===== src/rtl/systolic_feeder_if.sv =====
// systolic_feeder_if
// Bundles the controller-side and array-side signals of the systolic feeder.
//   master : the SRAM controller / stimulus side (drives starts, row stream)
//   slave  : the feeder itself (drives weight loads, skewed lanes, status)
// Signals:
//   start_weights, start_array, num_input  - control pulses and stream length
//   systolic_valid, systolic_data          - incoming row stream (N lanes of DW)
//   weight_load_en, weight_row_sel,
//   weight_row                             - one weight row per cycle to PE rows
//   array_in, array_in_valid               - diagonally skewed lanes, west edge
//   weights_done, inputs_done              - completion pulses
//   feeder_busy, protocol_err              - status
interface systolic_feeder_if #(
  parameter int N  = 8,
  parameter int DW = 8
) ();
  localparam int SW = (N > 1) ? $clog2(N) : 1;

  logic            start_weights;
  logic            start_array;
  logic [4:0]      num_input;
  logic            systolic_valid;
  logic [N*DW-1:0] systolic_data;
  logic            weight_load_en;
  logic [SW-1:0]   weight_row_sel;
  logic [N*DW-1:0] weight_row;
  logic [N*DW-1:0] array_in;
  logic [N-1:0]    array_in_valid;
  logic            weights_done;
  logic            inputs_done;
  logic            feeder_busy;
  logic            protocol_err;

  modport master (
    output start_weights, start_array, num_input, systolic_valid, systolic_data,
    input  weight_load_en, weight_row_sel, weight_row, array_in, array_in_valid,
           weights_done, inputs_done, feeder_busy, protocol_err
  );

  modport slave (
    input  start_weights, start_array, num_input, systolic_valid, systolic_data,
    output weight_load_en, weight_row_sel, weight_row, array_in, array_in_valid,
           weights_done, inputs_done, feeder_busy, protocol_err
  );
endinterface


===== src/rtl/systolic_feeder.sv =====
// systolic_feeder
// Array-side receiver for the row stream from the SRAM controller.
//  - LOAD_W : captures N weight rows and presents them one per cycle to the
//             PE weight registers (weight_load_en / weight_row_sel / weight_row).
//  - STREAM : pushes input rows into per-lane delay lines so lane k reaches
//             the array k+1 cycles after its row was accepted.
//  - DRAIN  : lets the delay lines empty; inputs_done marks the last element
//             leaving lane N-1.
// Ports:
//   clk  - system clock
//   rst  - asynchronous active-high reset
//   bus  - systolic_feeder_if slave modport (all handshake/data signals)
module systolic_feeder #(
  parameter int N  = 8,
  parameter int DW = 8
) (
  input logic            clk,
  input logic            rst,
  systolic_feeder_if.slave bus
);
  localparam int SW = (N > 1) ? $clog2(N) : 1;

  typedef enum logic [1:0] {IDLE, LOAD_W, STREAM, DRAIN} state_t;

  state_t          state_reg, state_next;
  logic [SW-1:0]   wcount_reg, wcount_next;
  logic [SW-1:0]   dcount_reg, dcount_next;
  logic [4:0]      icount_reg, icount_next;
  logic [4:0]      num_reg, num_next;
  logic            loaded_reg, loaded_next;
  logic            wl_en_reg, wl_en_next;
  logic [SW-1:0]   sel_reg, sel_next;
  logic [N*DW-1:0] wrow_reg, wrow_next;
  logic            wdone_reg, wdone_next;
  logic            err_reg, err_next;
  logic            accept;

  always_ff @(posedge clk or posedge rst) begin
    if (rst) begin
      state_reg  <= IDLE;
      wcount_reg <= '0;
      dcount_reg <= '0;
      icount_reg <= '0;
      num_reg    <= '0;
      loaded_reg <= 1'b0;
      wl_en_reg  <= 1'b0;
      sel_reg    <= '0;
      wrow_reg   <= '0;
      wdone_reg  <= 1'b0;
      err_reg    <= 1'b0;
    end else begin
      state_reg  <= state_next;
      wcount_reg <= wcount_next;
      dcount_reg <= dcount_next;
      icount_reg <= icount_next;
      num_reg    <= num_next;
      loaded_reg <= loaded_next;
      wl_en_reg  <= wl_en_next;
      sel_reg    <= sel_next;
      wrow_reg   <= wrow_next;
      wdone_reg  <= wdone_next;
      err_reg    <= err_next;
    end
  end

  always_comb begin
    state_next  = state_reg;
    wcount_next = wcount_reg;
    dcount_next = dcount_reg;
    icount_next = icount_reg;
    num_next    = num_reg;
    loaded_next = loaded_reg;
    wl_en_next  = 1'b0;
    sel_next    = '0;
    wrow_next   = '0;
    wdone_next  = 1'b0;
    err_next    = 1'b0;
    accept      = 1'b0;

    case (state_reg)
      IDLE: begin
        if (bus.start_weights) begin
          // A weight load always wins; a simultaneous start_array is flagged.
          state_next  = LOAD_W;
          loaded_next = 1'b0;
          wcount_next = '0;
          if (bus.start_array) err_next = 1'b1;
        end else if (bus.start_array) begin
          if (loaded_reg && (bus.num_input != 5'd0)) begin
            state_next  = STREAM;
            num_next    = bus.num_input;
            icount_next = '0;
          end else begin
            err_next = 1'b1;
          end
        end
        if (bus.systolic_valid) err_next = 1'b1;
      end

      LOAD_W: begin
        if (bus.start_weights || bus.start_array) err_next = 1'b1;
        if (bus.systolic_valid) begin
          wl_en_next = 1'b1;
          sel_next   = wcount_reg;
          wrow_next  = bus.systolic_data;
          if (wcount_reg == SW'(N - 1)) begin
            // The done pulse rides on the same registered cycle as the last load.
            wdone_next  = 1'b1;
            loaded_next = 1'b1;
            wcount_next = '0;
            state_next  = IDLE;
          end else begin
            wcount_next = wcount_reg + 1'b1;
          end
        end
      end

      STREAM: begin
        if (bus.start_weights || bus.start_array) err_next = 1'b1;
        if (bus.systolic_valid) begin
          if (icount_reg < num_reg) begin
            accept      = 1'b1;
            icount_next = icount_reg + 5'd1;
            if ((icount_reg + 5'd1) == num_reg) begin
              state_next  = DRAIN;
              dcount_next = '0;
            end
          end else begin
            err_next = 1'b1;
          end
        end
      end

      DRAIN: begin
        if (bus.start_weights || bus.start_array || bus.systolic_valid) err_next = 1'b1;
        // Row accepted at cycle t leaves lane N-1 at t+N, i.e. the N-th DRAIN cycle.
        if (dcount_reg == SW'(N - 1)) begin
          state_next  = IDLE;
          dcount_next = '0;
        end else begin
          dcount_next = dcount_reg + 1'b1;
        end
      end

      default: state_next = IDLE;
    endcase
  end

  // Per-lane delay lines: lane gi has gi+1 stages, so its output trails the
  // accepted row by gi+1 cycles. Non-accepted cycles enter as zero bubbles.
  generate
    for (genvar gi = 0; gi < N; gi++) begin : g_lane
      logic [DW-1:0] dly_data  [0:gi];
      logic          dly_valid [0:gi];

      always_ff @(posedge clk or posedge rst) begin
        if (rst) begin
          for (int j = 0; j <= gi; j++) begin
            dly_data[j]  <= '0;
            dly_valid[j] <= 1'b0;
          end
        end else begin
          dly_data[0]  <= accept ? bus.systolic_data[gi*DW +: DW] : '0;
          dly_valid[0] <= accept;
          for (int j = 1; j <= gi; j++) begin
            dly_data[j]  <= dly_data[j-1];
            dly_valid[j] <= dly_valid[j-1];
          end
        end
      end

      assign bus.array_in[gi*DW +: DW] = dly_data[gi];
      assign bus.array_in_valid[gi]    = dly_valid[gi];
    end
  endgenerate

  assign bus.weight_load_en = wl_en_reg;
  assign bus.weight_row_sel = sel_reg;
  assign bus.weight_row     = wrow_reg;
  assign bus.weights_done   = wdone_reg;
  assign bus.protocol_err   = err_reg;
  assign bus.feeder_busy    = (state_reg != IDLE);
  assign bus.inputs_done    = (state_reg == DRAIN) && (dcount_reg == SW'(N - 1));
endmodule


===== src/flat_wrapper.sv =====
// flat-port wrapper written by rule: the top's interface ports become plain ports
module systolic_feeder_flat 
#(
  parameter int N  = 8,
  parameter int DW = 8
)
  (clk, rst, bus_start_weights, bus_start_array, bus_num_input, bus_systolic_valid, bus_systolic_data, bus_weight_load_en, bus_weight_row_sel, bus_weight_row, bus_array_in, bus_array_in_valid, bus_weights_done, bus_inputs_done, bus_feeder_busy, bus_protocol_err);
  systolic_feeder_if #(.N(N), .DW(DW)) bus_i ();
  input logic clk;
  input logic rst;
  input wire logic [$bits(bus_i.start_weights)-1:0] bus_start_weights;
  input wire logic [$bits(bus_i.start_array)-1:0] bus_start_array;
  input wire logic [$bits(bus_i.num_input)-1:0] bus_num_input;
  input wire logic [$bits(bus_i.systolic_valid)-1:0] bus_systolic_valid;
  input wire logic [$bits(bus_i.systolic_data)-1:0] bus_systolic_data;
  output wire logic [$bits(bus_i.weight_load_en)-1:0] bus_weight_load_en;
  output wire logic [$bits(bus_i.weight_row_sel)-1:0] bus_weight_row_sel;
  output wire logic [$bits(bus_i.weight_row)-1:0] bus_weight_row;
  output wire logic [$bits(bus_i.array_in)-1:0] bus_array_in;
  output wire logic [$bits(bus_i.array_in_valid)-1:0] bus_array_in_valid;
  output wire logic [$bits(bus_i.weights_done)-1:0] bus_weights_done;
  output wire logic [$bits(bus_i.inputs_done)-1:0] bus_inputs_done;
  output wire logic [$bits(bus_i.feeder_busy)-1:0] bus_feeder_busy;
  output wire logic [$bits(bus_i.protocol_err)-1:0] bus_protocol_err;
  assign bus_i.start_weights = bus_start_weights;
  assign bus_i.start_array = bus_start_array;
  assign bus_i.num_input = bus_num_input;
  assign bus_i.systolic_valid = bus_systolic_valid;
  assign bus_i.systolic_data = bus_systolic_data;
  assign bus_weight_load_en = bus_i.weight_load_en;
  assign bus_weight_row_sel = bus_i.weight_row_sel;
  assign bus_weight_row = bus_i.weight_row;
  assign bus_array_in = bus_i.array_in;
  assign bus_array_in_valid = bus_i.array_in_valid;
  assign bus_weights_done = bus_i.weights_done;
  assign bus_inputs_done = bus_i.inputs_done;
  assign bus_feeder_busy = bus_i.feeder_busy;
  assign bus_protocol_err = bus_i.protocol_err;
  systolic_feeder #(.N(N), .DW(DW)) u_core (.clk(clk), .rst(rst), .bus(bus_i));
endmodule

===== config.mk =====
export PLATFORM = sky130hd
export DESIGN_NAME = systolic_feeder_flat
export DESIGN_NICKNAME = d
export VERILOG_FILES = /design/src/rtl/systolic_feeder_if.sv /design/src/rtl/systolic_feeder.sv /design/src/flat_wrapper.sv
export SDC_FILE = /design/constraint.sdc
export NUM_CORES = 1
export LEC_CHECK = 0
export CAP_MARGIN = 0
export CORE_ASPECT_RATIO = 1.4
export CORE_MARGIN = 2
export CORE_UTILIZATION = 55
export CTS_CLUSTER_SIZE = 40
export DETAILED_ROUTE_END_ITERATION = 10
export PLACE_DENSITY = 0.83
export SLEW_MARGIN = 20
export SYNTH_ARGS = -nofsm -noshare
export SYNTH_HDL_FRONTEND = slang
export SYNTH_SLANG_ARGS = --single-unit

===== constraint.sdc =====
create_clock -name clk -period 42.1 [get_ports clk]
set_clock_uncertainty 0.05 [all_clocks]
set_input_delay 8.42 -clock clk [delete_from_list [all_inputs] [get_ports clk]]
set_output_delay 8.42 -clock clk [all_outputs]
set_load 0.005 [all_outputs]

==> metrics.txt <==
# TYPE chip_impl_metric gauge
chip_impl_metric{name="vdd.ir_drop.worst",unit="mV"} 0.0347
chip_impl_info{name="holdPathEnd",value="u_core.bus.array_in[43]"} 1
chip_impl_metric{name="cts-resized-gates",unit=""} 0
chip_impl_metric{name="crit_cells",unit=""} 4
chip_impl_metric{name="routability_congestion_estimate_from_global_placement",unit=""} 0.794
chip_impl_metric{name="synthDominantCellAreaShare",unit="%"} 82.3
chip_impl_info{name="start_kind",value="register"} 1
chip_impl_metric{name="dieArea",unit="sq um"} 22500
chip_impl_info{name="worstPathCellList",value="ha_1 -> ha_1 -> and3_1 -> clkdlybuf4s50_1"} 1
chip_impl_metric{name="finalNonFillerCells",unit=""} 1162
chip_impl_metric{name="grt_antenna_before_repair",unit=""} 4
chip_impl_metric{name="first_iter_violations",unit=""} 334
chip_impl_metric{name="num-fill-cells",unit=""} 1291
chip_impl_metric{name="synthToLayoutAreaGrowth",unit="%"} 27.3
chip_impl_metric{name="viasPerCell",unit=""} 4.79
chip_impl_info{name="cts_tree",value="built"} 1
chip_impl_metric{name="io_pins",unit=""} 218
chip_impl_info{name="min_path_type",value="register to register"} 1
chip_impl_info{name="synth_top_cells_by_area",value="dfrtp_1, and2_1, buf_4"} 1
chip_impl_metric{name="htree_levels",unit=""} 2
chip_impl_metric{name="path_max_fanout",unit=""} 4
chip_impl_metric{name="mappedNetlistNets",unit=""} 776
chip_impl_metric{name="placement_rows",unit=""} 63
chip_impl_metric{name="setup_viol_count_final",unit=""} 0
chip_impl_info{name="synth_most_common_cell",value="dfrtp_1"} 1
chip_impl_info{name="timing.critical_path.slowest_stage_cell",value="clkdlybuf4s50_1"} 1
chip_impl_metric{name="worst_r2r_path_cells",unit=""} 8
chip_impl_metric{name="fp.dieW",unit="um"} 127
chip_impl_metric{name="grt_start_max_net_pins",unit=""} 122
chip_impl_metric{name="cts-hold-fix-buffers",unit=""} 0
chip_impl_info{name="rr_endpoint",value="u_core.icount_reg[2]"} 1
chip_impl_metric{name="critPathArrivalTime",unit="ns"} 2.00
chip_impl_metric{name="multiInputGateArea",unit="sq um"} 1540
chip_impl_metric{name="count_of_different_cell_masters_after_synthesis",unit=""} 40
chip_impl_info{name="synth_cell_count_leaders",value="dfrtp_1, and2_1, buf_4"} 1
chip_impl_metric{name="tritoncts.num_buffers",unit=""} 35
chip_impl_metric{name="clock_latency",unit="ns"} 0.49
chip_impl_metric{name="r2r_setup_slack",unit="ns"} 39.58
chip_impl_info{name="timing.hold.worst.start",value="u_core.g_lane[5].dly_data[11]"} 1
chip_impl_metric{name="fin_setup_tns",unit="ns"} 0
chip_impl_metric{name="path_clk_slew",unit="ns"} 0.06
chip_impl_metric{name="worst_pin_slew",unit="ns"} 0.781
chip_impl_metric{name="fin_crit_sh",unit="%"} 24.9
chip_impl_metric{name="drc_errors",unit=""} 0
chip_impl_metric{name="initial_utilization",unit="%"} 55.6
chip_impl_metric{name="grt_pass1_vias",unit=""} 6071
chip_impl_metric{name="synth_area",unit="sq um"} 11700
chip_impl_metric{name="chipHeight",unit="um"} 177
chip_impl_metric{name="min_cycle_time_layout",unit="ns"} 10.47
chip_impl_metric{name="max-clock-path-buffers",unit=""} 3
chip_impl_metric{name="cts.repair_timing.setup_buffer_count",unit=""} 0
chip_impl_metric{name="vias",unit=""} 5561
chip_impl_metric{name="synth-edff-count",unit=""} 0
chip_impl_metric{name="drive_gt1_share",unit="%"} 8.11
chip_impl_info{name="synth_flop_cell",value="dfrtp_1"} 1
chip_impl_metric{name="area.sequential",unit="sq um"} 9630
chip_impl_metric{name="coreArea",unit="sq um"} 21000
chip_impl_info{name="grt_setup_unrepaired",value="false"} 1
chip_impl_metric{name="post_synth.cell_area_avg",unit="sq um"} 16.9
chip_impl_metric{name="max_freq",unit="GHz"} 0.0955
chip_impl_metric{name="flip_flop_count_of_the_largest_register_after_layout",unit=""} 232
chip_impl_metric{name="fin_nets",unit=""} 963
chip_impl_metric{name="slew-limit-headroom",unit="%"} 48.0
chip_impl_metric{name="crit_path_max_incr_delay",unit="ns"} 0.44
chip_impl_metric{name="static_leak",unit="nW"} 7.37
chip_impl_metric{name="synth_sequential_area_ratio",unit="%"} 82.3
chip_impl_metric{name="antenna_left",unit=""} 0
chip_impl_info{name="regToRegStartpoint",value="u_core.num_reg[1]"} 1
chip_impl_metric{name="placedCellCount",unit=""} 1102
chip_impl_info{name="critical_path.most_common_cell",value="ha_1"} 1
chip_impl_metric{name="wirelength",unit="um"} 20000
chip_impl_info{name="crit_path_end_kind",value="output port"} 1
chip_impl_info{name="path_class",value="register to output port"} 1
chip_impl_info{name="max_flop_register",value="u_core.g_lane.dly_data"} 1
chip_impl_info{name="cts.root.buffer_cell",value="clkbuf_16"} 1
chip_impl_metric{name="dpl-instance-area",unit="sq um"} 13800
chip_impl_info{name="synth_largest_area_cell",value="dfrtp_1"} 1
chip_impl_metric{name="worst-endpoint-required",unit="ns"} 33.63
chip_impl_info{name="outcome",value="finished, final reports clean"} 1
chip_impl_metric{name="p_per_area",unit="nW/um^2"} 50.7
chip_impl_metric{name="globalRoute.totalOverflow",unit=""} 0
chip_impl_metric{name="critPathBufInv",unit=""} 1
chip_impl_metric{name="route.detailed.wl_per_inst",unit="um"} 17.2
chip_impl_metric{name="synth-async-reset-ratio",unit="%"} 100
chip_impl_metric{name="grt_pass1_wl",unit="um"} 31700
chip_impl_info{name="worst_path_dominant_cell_family",value="adder cells"} 1
chip_impl_metric{name="final_util",unit="%"} 70.8
chip_impl_metric{name="ys_warn_count",unit=""} 0
chip_impl_metric{name="final-hold-violation-count",unit=""} 0
chip_impl_metric{name="max_cap_viols",unit=""} 0
chip_impl_metric{name="drt_pass1_iterations",unit=""} 4
chip_impl_metric{name="clock-sinks",unit=""} 385
chip_impl_metric{name="hold_depth",unit=""} 0
chip_impl_metric{name="postSynthRegisterBits",unit=""} 385
chip_impl_metric{name="synth_cells",unit=""} 692
chip_impl_metric{name="post_detail_place_hpwl",unit="um"} 12700
chip_impl_metric{name="layout.cell_area.non_filler",unit="sq um"} 14900
chip_impl_metric{name="final_max_slew_viol_count",unit=""} 0
chip_impl_metric{name="grt_usage",unit="%"} 18.3
chip_impl_metric{name="port_buffers",unit=""} 217
[worst max-delay path by stage]
stage	startpoint	end	slack [ns]
3_5_place_dp	rst	u_core.dcount_reg[2]	30.37
4_1_cts	rst	u_core.g_lane[6].dly_data[28]	30.90
3_3_place_gp	rst	u_core.dcount_reg[0]	30.44
6_report	u_core.dcount_reg[0]	bus_inputs_done	31.63
2_1_floorplan	rst	u_core.bus.array_in[10]	22.93
5_1_grt	rst	u_core.bus.weight_row[45]	31.19
[cell usage in the layout (no fill, tap or decap), drive strengths merged, types with 5 or more instances in the layout]
| cell type | n |
|---|---|
| dfrtp | 385 |
| and2 | 132 |
| clkinv | 6 |
| mux2 | 6 |
| nand2 | 6 |
| inv | 13 |
| clkbuf | 45 |
| nor2 | 5 |
| buf | 7 |
| xnor2 | 6 |
| clkdlybuf4s50 | 217 |
| o21ai | 8 |
| a21oi | 7 |
| ha | 10 |
[metal layers]
| layer | part of all wire [%] | GRT usage, % | vias to the layer above | routed length [um] |
|---|---|---|---|---|
| li1 | - | - | 2494 | - |
| met1 | 36 | 20.9 | 2842 | 7100 |
| met2 | 54 | 31.9 | 179 | 10800 |
| met3 | 6.7 | 5.56 | 42 | 1330 |
| met4 | 3.4 | 7.74 | 4 | 677 |
| met5 | 0.15 | 0 | - | 30 |
[area by class of cell]
class,count,share of cell area [%]
clock buffer,45,6.46
clock inverter,13,1.04
multi-input combinational,222,10.3
inverter,11,0.327
timing repair buffer,224,15.0
sequential,385,64.6
antenna,2,0.0336
tap,260,2.18
[power by group]
part	leakage (nW)	internal [mW]	switching (mW)	total (mW)
clock network	0.550	0.180	0.125	0.305
logic	1.55	0.0325	0.0290	0.0615
registers	5.27	0.381	0.00727	0.389
[per-stage QoR]
step	worst slack (ns)	hold WS, ns	total power, mW
4_1_cts	30.90	0.296	0.764
6_report	31.63	0.293	0.755
2_1_floorplan	22.93	0.281	0.424
5_1_grt	31.19	0.298	0.788
3_5_place_dp	30.37	0.285	0.457
3_3_place_gp	30.44	0.281	0.453
[cells by family after synthesis]
family                     synth area share (%)
xor gates and xnor gates                  0.524
AOI/OAI and AO/OA                          2.20
muxes                                     0.833
DFF                                        82.3
and+or+nand+nor                            8.44
buffers and inverters                      4.67
adders and majority gates                  1.07
(Power assumes the default switching activity.)
